### config.mk
export PLATFORM = sky130hd
export DESIGN_NAME = bus_arb
export DESIGN_NICKNAME = d
export VERILOG_FILES = /design/src/rtl/bus_arb_pkg.sv /design/src/rtl/bus_arb_pick.sv /design/src/rtl/bus_arb.sv
export SDC_FILE = /design/constraint.sdc
export NUM_CORES = 1
export LEC_CHECK = 0
export BUFFER_PORTS_ARGS = -buffer_cell sky130_fd_sc_hd__buf_2
export CAP_MARGIN = 20
export CORE_UTILIZATION = 44
export CTS_BUF_LIST = sky130_fd_sc_hd__clkbuf_4
export CTS_CLUSTER_DIAMETER = 50
export CTS_CLUSTER_SIZE = 10
export DETAILED_ROUTE_END_ITERATION = 10
export PLACE_DENSITY = 0.75
export SLEW_MARGIN = 25
export SYNTH_ARGS = -nofsm -noshare
export SYNTH_HDL_FRONTEND = slang
export SYNTH_SLANG_ARGS = --single-unit
### constraint.sdc
create_clock -name clk -period 2.29 [get_ports clk]
set_input_delay 0.3435 -clock clk [delete_from_list [all_inputs] [get_ports clk]]
set_output_delay 0.3435 -clock clk [all_outputs]
set_load 0.1 [all_outputs]
### src/rtl/bus_arb_pkg.sv
// Shared types and constants for the bus arbiter: FSM state encoding and
// arbitration policy selectors.
package bus_arb_pkg;

    typedef enum logic [1:0] {
        IDLE  = 2'd0,
        XFER  = 2'd1,
        RDATA = 2'd2
    } state_t;

    localparam int MODE_FIXED = 0;
    localparam int MODE_RR    = 1;

endpackage

### src/rtl/bus_arb_pick.sv
// Combinational winner selection: fixed priority from index 0, or a circular
// search beginning at a start index.
module bus_arb_pick #(
    parameter int N = 2
) (
    input  logic [N-1:0]         req,
    input  logic [$clog2(N)-1:0] start,
    input  logic                 mode,
    output logic [$clog2(N)-1:0] winner,
    output logic                 valid
);

    localparam int IW = $clog2(N);

    int            idx;
    logic [IW-1:0] sel;

    // NOTE: every combinational output gets a default before the search loop;
    // a path that leaves one unassigned would infer a latch.
    always_comb begin
        winner = '0;
        valid  = 1'b0;
        idx    = 0;
        sel    = '0;
        for (int i = 0; i < N; i++) begin
            idx = (mode ? int'(start) : 0) + i;
            if (idx >= N) begin
                idx = idx - N;
            end
            sel = IW'(idx);
            if (!valid && req[sel]) begin
                valid  = 1'b1;
                winner = sel;
            end
        end
    end

endmodule

### src/rtl/bus_arb.sv
// Multi-master to single-memory arbiter: picks one master per transfer,
// latches its request, and sequences a one-cycle write or a two-cycle read.
module bus_arb
    import bus_arb_pkg::*;
#(
    parameter int N_MST = 2,
    parameter int AW    = 16,
    parameter int DW    = 8,
    parameter int MODE  = 0
) (
    input  logic                     clk,
    input  logic                     rst,
    input  logic [N_MST-1:0]         m_req,
    input  logic [N_MST-1:0]         m_r_nw,
    input  logic [N_MST*AW-1:0]      m_a,
    input  logic [N_MST*DW-1:0]      m_wdata,
    input  logic [N_MST-1:0]         m_lock,
    output logic [N_MST-1:0]         m_gnt,
    output logic [N_MST-1:0]         m_rvalid,
    output logic [DW-1:0]            m_rdata,
    output logic [AW-1:0]            mem_a,
    output logic                     mem_wr,
    output logic [DW-1:0]            mem_din,
    input  logic [DW-1:0]            mem_dout,
    output logic [$clog2(N_MST)-1:0] owner,
    output logic                     locked
);

    localparam int IW = $clog2(N_MST);
    localparam logic [N_MST-1:0] ONE = N_MST'(1);

    state_t        state_q, state_d;
    logic [IW-1:0] rr_ptr;
    logic [AW-1:0] addr_q;
    logic [DW-1:0] wdata_q;
    logic          rnw_q;
    logic [DW-1:0] rdata_q;

    logic [N_MST-1:0] eligible;
    logic [IW-1:0]    pick_start;
    logic [IW-1:0]    pick_w;
    logic             pick_valid;
    logic [IW-1:0]    rr_next;

    // While the lock owner keeps m_lock high, nobody else may compete.
    always_comb begin
        eligible = m_req;
        if (locked && m_lock[owner]) begin
            eligible = m_req & (ONE << owner);
        end
    end

    assign pick_start = (MODE == MODE_RR) ? rr_ptr : '0;
    assign rr_next    = (pick_w == IW'(N_MST - 1)) ? '0 : pick_w + 1'b1;

    bus_arb_pick #(
        .N (N_MST)
    ) u_pick (
        .req    (eligible),
        .start  (pick_start),
        .mode   (MODE == MODE_RR),
        .winner (pick_w),
        .valid  (pick_valid)
    );

    always_comb begin
        state_d = state_q;
        case (state_q)
            IDLE:    if (pick_valid) state_d = XFER;
            XFER:    state_d = rnw_q ? RDATA : IDLE;
            RDATA:   state_d = IDLE;
            default: state_d = IDLE;
        endcase
    end

    // NOTE: sequential state uses non-blocking assignments so every register
    // samples pre-edge values regardless of statement order.
    always_ff @(posedge clk or negedge rst) begin
        if (!rst) begin
            state_q <= IDLE;
            owner   <= '0;
            locked  <= 1'b0;
            rr_ptr  <= '0;
            addr_q  <= '0;
            wdata_q <= '0;
            rnw_q   <= 1'b0;
            rdata_q <= '0;
        end else begin
            state_q <= state_d;
            if (state_q == IDLE) begin
                if (pick_valid) begin
                    owner   <= pick_w;
                    rr_ptr  <= rr_next;
                    addr_q  <= m_a[int'(pick_w)*AW +: AW];
                    wdata_q <= m_wdata[int'(pick_w)*DW +: DW];
                    rnw_q   <= m_r_nw[pick_w];
                    locked  <= m_lock[pick_w];
                end else if (locked && !m_lock[owner]) begin
                    locked <= 1'b0;
                end
            end
            if (state_q == RDATA) begin
                rdata_q <= mem_dout;
            end
        end
    end

    // Read data passes through while valid, then the captured copy is held.
    assign m_gnt    = (state_q == XFER)  ? (ONE << owner) : '0;
    assign m_rvalid = (state_q == RDATA) ? (ONE << owner) : '0;
    assign m_rdata  = (state_q == RDATA) ? mem_dout : rdata_q;
    assign mem_wr   = (state_q == XFER) && !rnw_q;
    assign mem_a    = (state_q == XFER) ? addr_q  : '0;
    assign mem_din  = (state_q == XFER) ? wdata_q : '0;

endmodule

==> out/metrics.csv, run 1 <==
stage,metric,value,unit
status,outcome,completed,
sta,period_share,90.7,%
drt,drt-vias-per-instance,5.48,
placed_design,place.gp.congestion,0.779,
run,cap_violations,0,
drt,top_layer_used,met4,
setup_path,timing.critical_path.from,state_q[0],
sta,worstMarginPinSlew,0.823,ns
drt,met1_length,1950,microns
synth,synth_edf_count,0,
sta,fin_ws,0.213,ns
sta,grt_setup_unrepaired,no,
setup_path,worstSetupEndpoint,mem_wr,
finish,nets,325,
placed_design,portBuffers,102,
die,top_level_ports,103,
drt,met3RoutedLength,430,microns
sta,maxSlewHeadroom,45.1,%
synth,yosysTopAreaCellShare,47.5,%
synth,yosys_top_cell_by_area,dfrtp_1,
setup_path,worst-path-max-fanout,26,
setup_path,critPathLaunchType,flop,
placed_design,place.detailed.instances,304,
finish,combined_flip_flop_and_latch_cell_area,926,sq um
setup_path,critical_path_buf_inv_count,2,
cts,ctsHtreeMaxLevel,2,
cts,ctsLongestPathBuffers,2,
cts,tritoncts_num_sinks,37,
drt,first_pass_iters,4,
setup_path,worst_r2r_endpoint,addr_q[0],
die,floorplan.rows,23,
cts,cts-root-buf,clkbuf_4,
setup_path,critical-path-top-delay-family,buffers and inverters,
finish,area_growth,58.2,%
synth,mappedNetlistArea,1950,sq um
synth,synth.net_count,225,
setup_path,critPathRequiredTime,1.95,ns
setup_path,worst_setup_path_end_kind,primary output,
die,floorplan.die.width,68.6,microns
grt,antenna_found_initial,0,
finish,drive_gt1_share,52.3,%
sta,fin_setup_tns,0,ns
synth,synth_commonest_cells,"dfrtp_1, and2_1, nand3b_1",
grt,remaining_global_route_overflow,0,
die,floorplan.die_area,4700,sq um
cts,postCtsSetupRepairBufs,0,
placed_design,placedInstanceArea,3030,sq um
setup_path,critPathArrivalTime,1.73,ns
die,die_height,68.6,microns
placed_design,place.detailed.hpwl,3890,microns
synth,synth_top_cells_by_area,"dfrtp_1, o221a_1, nand3b_1",
die,initial_core_util,47.4,%
grt,wire_length_of_the_first_global_routing_pass,7820,microns
setup_path,ff2ff_setup_slack,0.56,ns
cts,cts-buffers-inserted,5,
drt,drt_iter0_markers,95,
drt,num_vias,1709,
drt,avgRoutedWirePerCell,16.6,microns
setup_path,cp_depth,4,
finish,stdcell_count,312,
setup_path,worstSetupPathType,reg2out,
synth,postSynthRegisterBits,37,
synth,synth_sequential_area_ratio,47.5,%
finish,multi_input_area,936,sq um
synth,synth_cells,161,
setup_path,reg2reg_from,owner,
placed_design,pre_cts_slack,0.282,ns
cts,worstSkewPairLatency,0.34,ns
finish,finalInstanceArea,3090,sq um
drt,wirelength,5170,microns
drt,antenna_left,0,
grt,grt_util_all_layers,23.1,%
synth,synth.avg_cell_area,12.1,sq um
min_path,hold_path.class,in2async,
cts,clk_transition_reported_paths,0.11,ns
sta,final-max-slew-violation-count,0,
sta,hold_fails_final_rpt,0,
setup_path,timing.critical_path.slowest_cell_delay,0.45,ns
cts,ctsResizeCount,0,
grt,grt_start_max_net_pins,38,
synth,proportion_of_register_bits_with_asynchronous_set_or_reset_after_synthesis,100,%
cts,cts_hold_repair.buffers,0,
drt,count_of_unresolved_drc_violations_after_routing,0,
drt,met2WireLength,2740,microns
finish,diodes,0,
grt,number_of_global_route_vias_before_repair,1686,
synth,dominant_cell_by_count_in_the_synthesized_netlist,dfrtp_1,
synth,ys.warnings.count,0,
sta,clock_skew,0.00706,ns
sta,setup_viol,0,
synth,dominant_synthesized_flop_cell,dfrtp_1,
setup_path,reg2reg_depth,3,
sta,finalCriticalPeriod,2.08,ns
setup_path,chain_of_cells_forming_the_critical_path,"nor2b_1, buf_4, nor2b_2, buf_12",
sta,highest_clock_rate,482,MHz
finish,fillCellCount,282,
setup_path,cp_slowest_cell,dfrtp_1,
cts,tritoncts_clock_tree,built,
die,core,4120,sq um
synth,synth.distinct_cells,29,
how the worst min path moves through the flow:
stage	startpoint	endpoint	slack [ns]	cells after the start
detailed placement	rst	rdata_q[1]	0.49	1
floorplan	rst	addr_q[0]	0.05	0
finish	rst	wdata_q[2]	0.09	1
CTS	rst	wdata_q[0]	0.10	1
global placement	rst	addr_q[6]	0.47	1
global route	rst	wdata_q[2]	0.14	1
stage by stage:
step	hold WS, ns	util, %
after global routing	0.144	75.0
after floorplan	0.0479	-
final	0.0911	75.0
after CTS	0.101	74.9
after global placement	0.473	73.7
after detailed placement	0.489	73.7
routing by layer:
metal,vias up,global-route usage [%]
met2,71,40.9
met3,8,8.06
li1,811,-
met1,819,26.0
met5,-,0
met4,0,6.77
cell families (layout without fill, tap and decap cells):
| group | count (synthesis) | in the layout | synth area share [%] |
|---|---|---|---|
| and+or+nand+nor | 66 | 66 | 23.9 |
| AOI/OAI and AO/OA | 34 | 34 | 18.6 |
| buffers and inverters | 15 | 116 | 4.87 |
| DFF | 37 | 37 | 47.5 |
| muxes | 9 | 9 | 5.13 |
worst register-to-register path: cells and delay by family, from the launching register on:
family / cells / cell delay (ns)
flops: 1 / 0.57
simple gates: 2 / 0.80
compound gates: 1 / 0.29
cell type report:
cell class | count | area share [%]
clock inverters | 3 | 0.406
multi-input cells | 109 | 30.3
repair buffers | 108 | 36.0
flip-flops and latches | 37 | 30.0
well taps | 50 | 2.03
clock buffers | 5 | 1.22
placed cells by master, fill, tap and decap left out, types with 2 or more instances in the layout:
| cell type | n |
|---|---|
| a31oi_1 | 2 |
| and2_1 | 28 |
| buf_12 | 37 |
| buf_2 | 65 |
| buf_4 | 6 |
| clkbuf_4 | 5 |
| clkinv_1 | 2 |
| dfrtp_1 | 37 |
| mux2_2 | 8 |
| nand3b_1 | 25 |
| nor2b_1 | 2 |
| nor2b_2 | 2 |
| o221a_1 | 18 |
| o221a_2 | 7 |
registers in the layout, indices dropped and copies added, names as in the netlist:
name,flops
wdata_q,8
owner,1
addr_q,16
rnw_q,1
locked,1
rdata_q,8
state_q,2
Power of run 1 is left out: the tool's default activity adds up to more than one toggle a clock period on the data nets, which glitch-free logic cannot reach.
==> run 2, diff against run 1 <==
--- a/config.mk
+++ b/config.mk
@@ -7,6 +7,7 @@
 export LEC_CHECK = 0
 export BUFFER_PORTS_ARGS = -buffer_cell sky130_fd_sc_hd__buf_2
 export CAP_MARGIN = 20
+export CORE_ASPECT_RATIO = 1.25
 export CORE_UTILIZATION = 44
 export CTS_BUF_LIST = sky130_fd_sc_hd__clkbuf_4
 export CTS_CLUSTER_DIAMETER = 50
==> run 2 against run 1 <==
Sequential share of layout area is 1.1 points higher; core utilization shrank 3.4 points; non-clock buffer count is 1 higher; fmax shrank 3.4%; final cell count is 1.9% higher; sequential cell count stayed put; first-iteration DRC count decreased by 60%; largest cell class unchanged; via count decreased by 1.9%; worst setup slack worse by 0.072 ns; register-to-register slack got worse by 0.30 ns; hold slack got worse by 0.019 ns.
==> out/metrics.csv, run 2 (synthesized netlist as in run 1, its figures left out) <==
stage,metric,value,unit
sta,finalCriticalPeriod,2.15,ns
setup_path,worstSetupPathType,reg2out,
die,top_level_ports,103,
finish,number_of_flip_flops_in_the_largest_register,16,
placed_design,portBuffers,102,
grt,antenna_found_initial,0,
finish,diodes,0,
setup_path,worstSetupEndpoint,m_rdata[1],
sta,final-max-slew-violation-count,0,
sta,hold_fails_final_rpt,0,
finish,reg.largest.list,"addr_q: 16 flops, rdata_q: 8 flops, wdata_q: 8 flops",
status,outcome,completed,
setup_path,critPathRequiredTime,1.95,ns
sta,grt_setup_unrepaired,no,
grt,number_of_global_route_vias_before_repair,1724,
run,cap_violations,0,
sta,period_share,93.8,%
cts,cts-root-buf,clkbuf_4,
setup_path,critPathLaunchType,flop,
drt,avgRoutedWirePerCell,15.2,microns
finish,commonest_non_fill_non_tap_cells_in_the_layout,"buf_2, dfrtp_1, buf_12",
setup_path,critical_path_buf_inv_count,2,
setup_path,timing.critical_path.slowest_cell_delay,0.47,ns
cts,worstSkewPairLatency,0.35,ns
finish,nets,326,
die,die_height,76.4,microns
die,floorplan.rows,26,
grt,wire_length_of_the_first_global_routing_pass,7600,microns
cts,tritoncts_num_sinks,37,
setup_path,timing.critical_path.from,state_q[1],
setup_path,ff2ff_setup_slack,0.26,ns
sta,maxSlewHeadroom,34.5,%
die,initial_core_util,46.8,%
drt,drt-vias-per-instance,5.27,
drt,count_of_unresolved_drc_violations_after_routing,0,
cts,cts-buffers-inserted,5,
drt,num_vias,1676,
setup_path,worst_setup_path_end_kind,primary output,
finish,largest_register,addr_q,
finish,area_growth,52.8,%
placed_design,place.gp.congestion,0.757,
drt,first_pass_iters,4,
sta,setup_viol,0,
sta,highest_clock_rate,465,MHz
placed_design,place.detailed.hpwl,3570,microns
sta,fin_setup_tns,0,ns
drt,drt_iter0_markers,38,
die,floorplan.die_area,4710,sq um
grt,remaining_global_route_overflow,0,
setup_path,critPathArrivalTime,1.81,ns
sta,worstMarginPinSlew,0.983,ns
finish,fillCellCount,326,
setup_path,chain_of_cells_forming_the_critical_path,"nor2b_1, buf_4, mux2_2, buf_2",
cts,tritoncts_clock_tree,built,
cts,clk_transition_reported_paths,0.11,ns
setup_path,worst-path-max-fanout,10,
grt,grt_start_max_net_pins,38,
sta,clock_skew,0.0124,ns
setup_path,cp_slowest_cell,dfrtp_1,
min_path,hold_path.class,in2async,
drt,wirelength,4830,microns
setup_path,worst_r2r_endpoint,wdata_q[2],
die,core,4160,sq um
setup_path,reg2reg_depth,3,
sta,fin_worst_hold_slack,0.0723,ns
grt,grt_util_all_layers,21.8,%
setup_path,cp_depth,4,
die,floorplan.die.width,61.6,microns
cts,ctsLongestPathBuffers,2,
finish,layout.cells.most_common,buf_2,
setup_path,reg2reg_from,owner,
cts,ctsHtreeMaxLevel,2,
setup_path,critical-path-top-delay-family,buffers and inverters,
finish,drive_gt1_share,52.7,%
drt,antenna_left,0,
-- run 2: area by class of cell --
cell class	count	area, sq um	share of cell area (%)
Clock buffer	6	45.0	1.51
Clock inverter	1	3.75	0.126
Sequential cell	37	926	31.1
Multi-Input combinational cell	109	937	31.4
Tap cell	56	70.1	2.35
Timing Repair Buffer	109	998	33.5
-- run 2: metrics by stage --
step | instance area, sq um | utilization, % | instances | setup WS (ns)
floorplan | 1960 | - | 161 | 0.0321
global placement | 2930 | 70.3 | 311 | 0.319
detailed placement | 2930 | 70.3 | 311 | 0.264
CTS | 2980 | 71.6 | 318 | 0.122
global route | 2980 | 71.6 | 318 | 0.0567
finish | 2980 | 71.6 | 318 | 0.141
-- run 2: worst min path at each step --
stage / start / endpoint / slack, ns / cells past startpoint
final: rst / addr_q[14] / 0.07 / 1
after global routing: rst / rdata_q[0] / 0.15 / 1
after CTS: rst / addr_q[13] / 0.09 / 1
after detailed placement: rst / rdata_q[5] / 0.48 / 1
after global placement: rst / rdata_q[5] / 0.48 / 1
after floorplan: rst / addr_q[0] / 0.05 / 0
-- run 2: per-layer routing --
layer | part of all wire (%) | GRT usage, % | vias to the layer above | wire length, microns
li1 | - | - | 807 | -
met1 | 39 | 23.1 | 800 | 1880
met2 | 53 | 37.4 | 64 | 2540
met3 | 7.0 | 6.28 | 5 | 338
met4 | 1.5 | 10.9 | 0 | 73
met5 | 0 | 0 | - | 0
-- run 2: what timing repair did --
action | CTS | global route
buffers inserted | 0 | 0
setup endpoints to repair | 1 | 0
hold buffers | 0 | 0
gates resized for setup | 1 | 0
Power of run 2 is left out for the same reason.
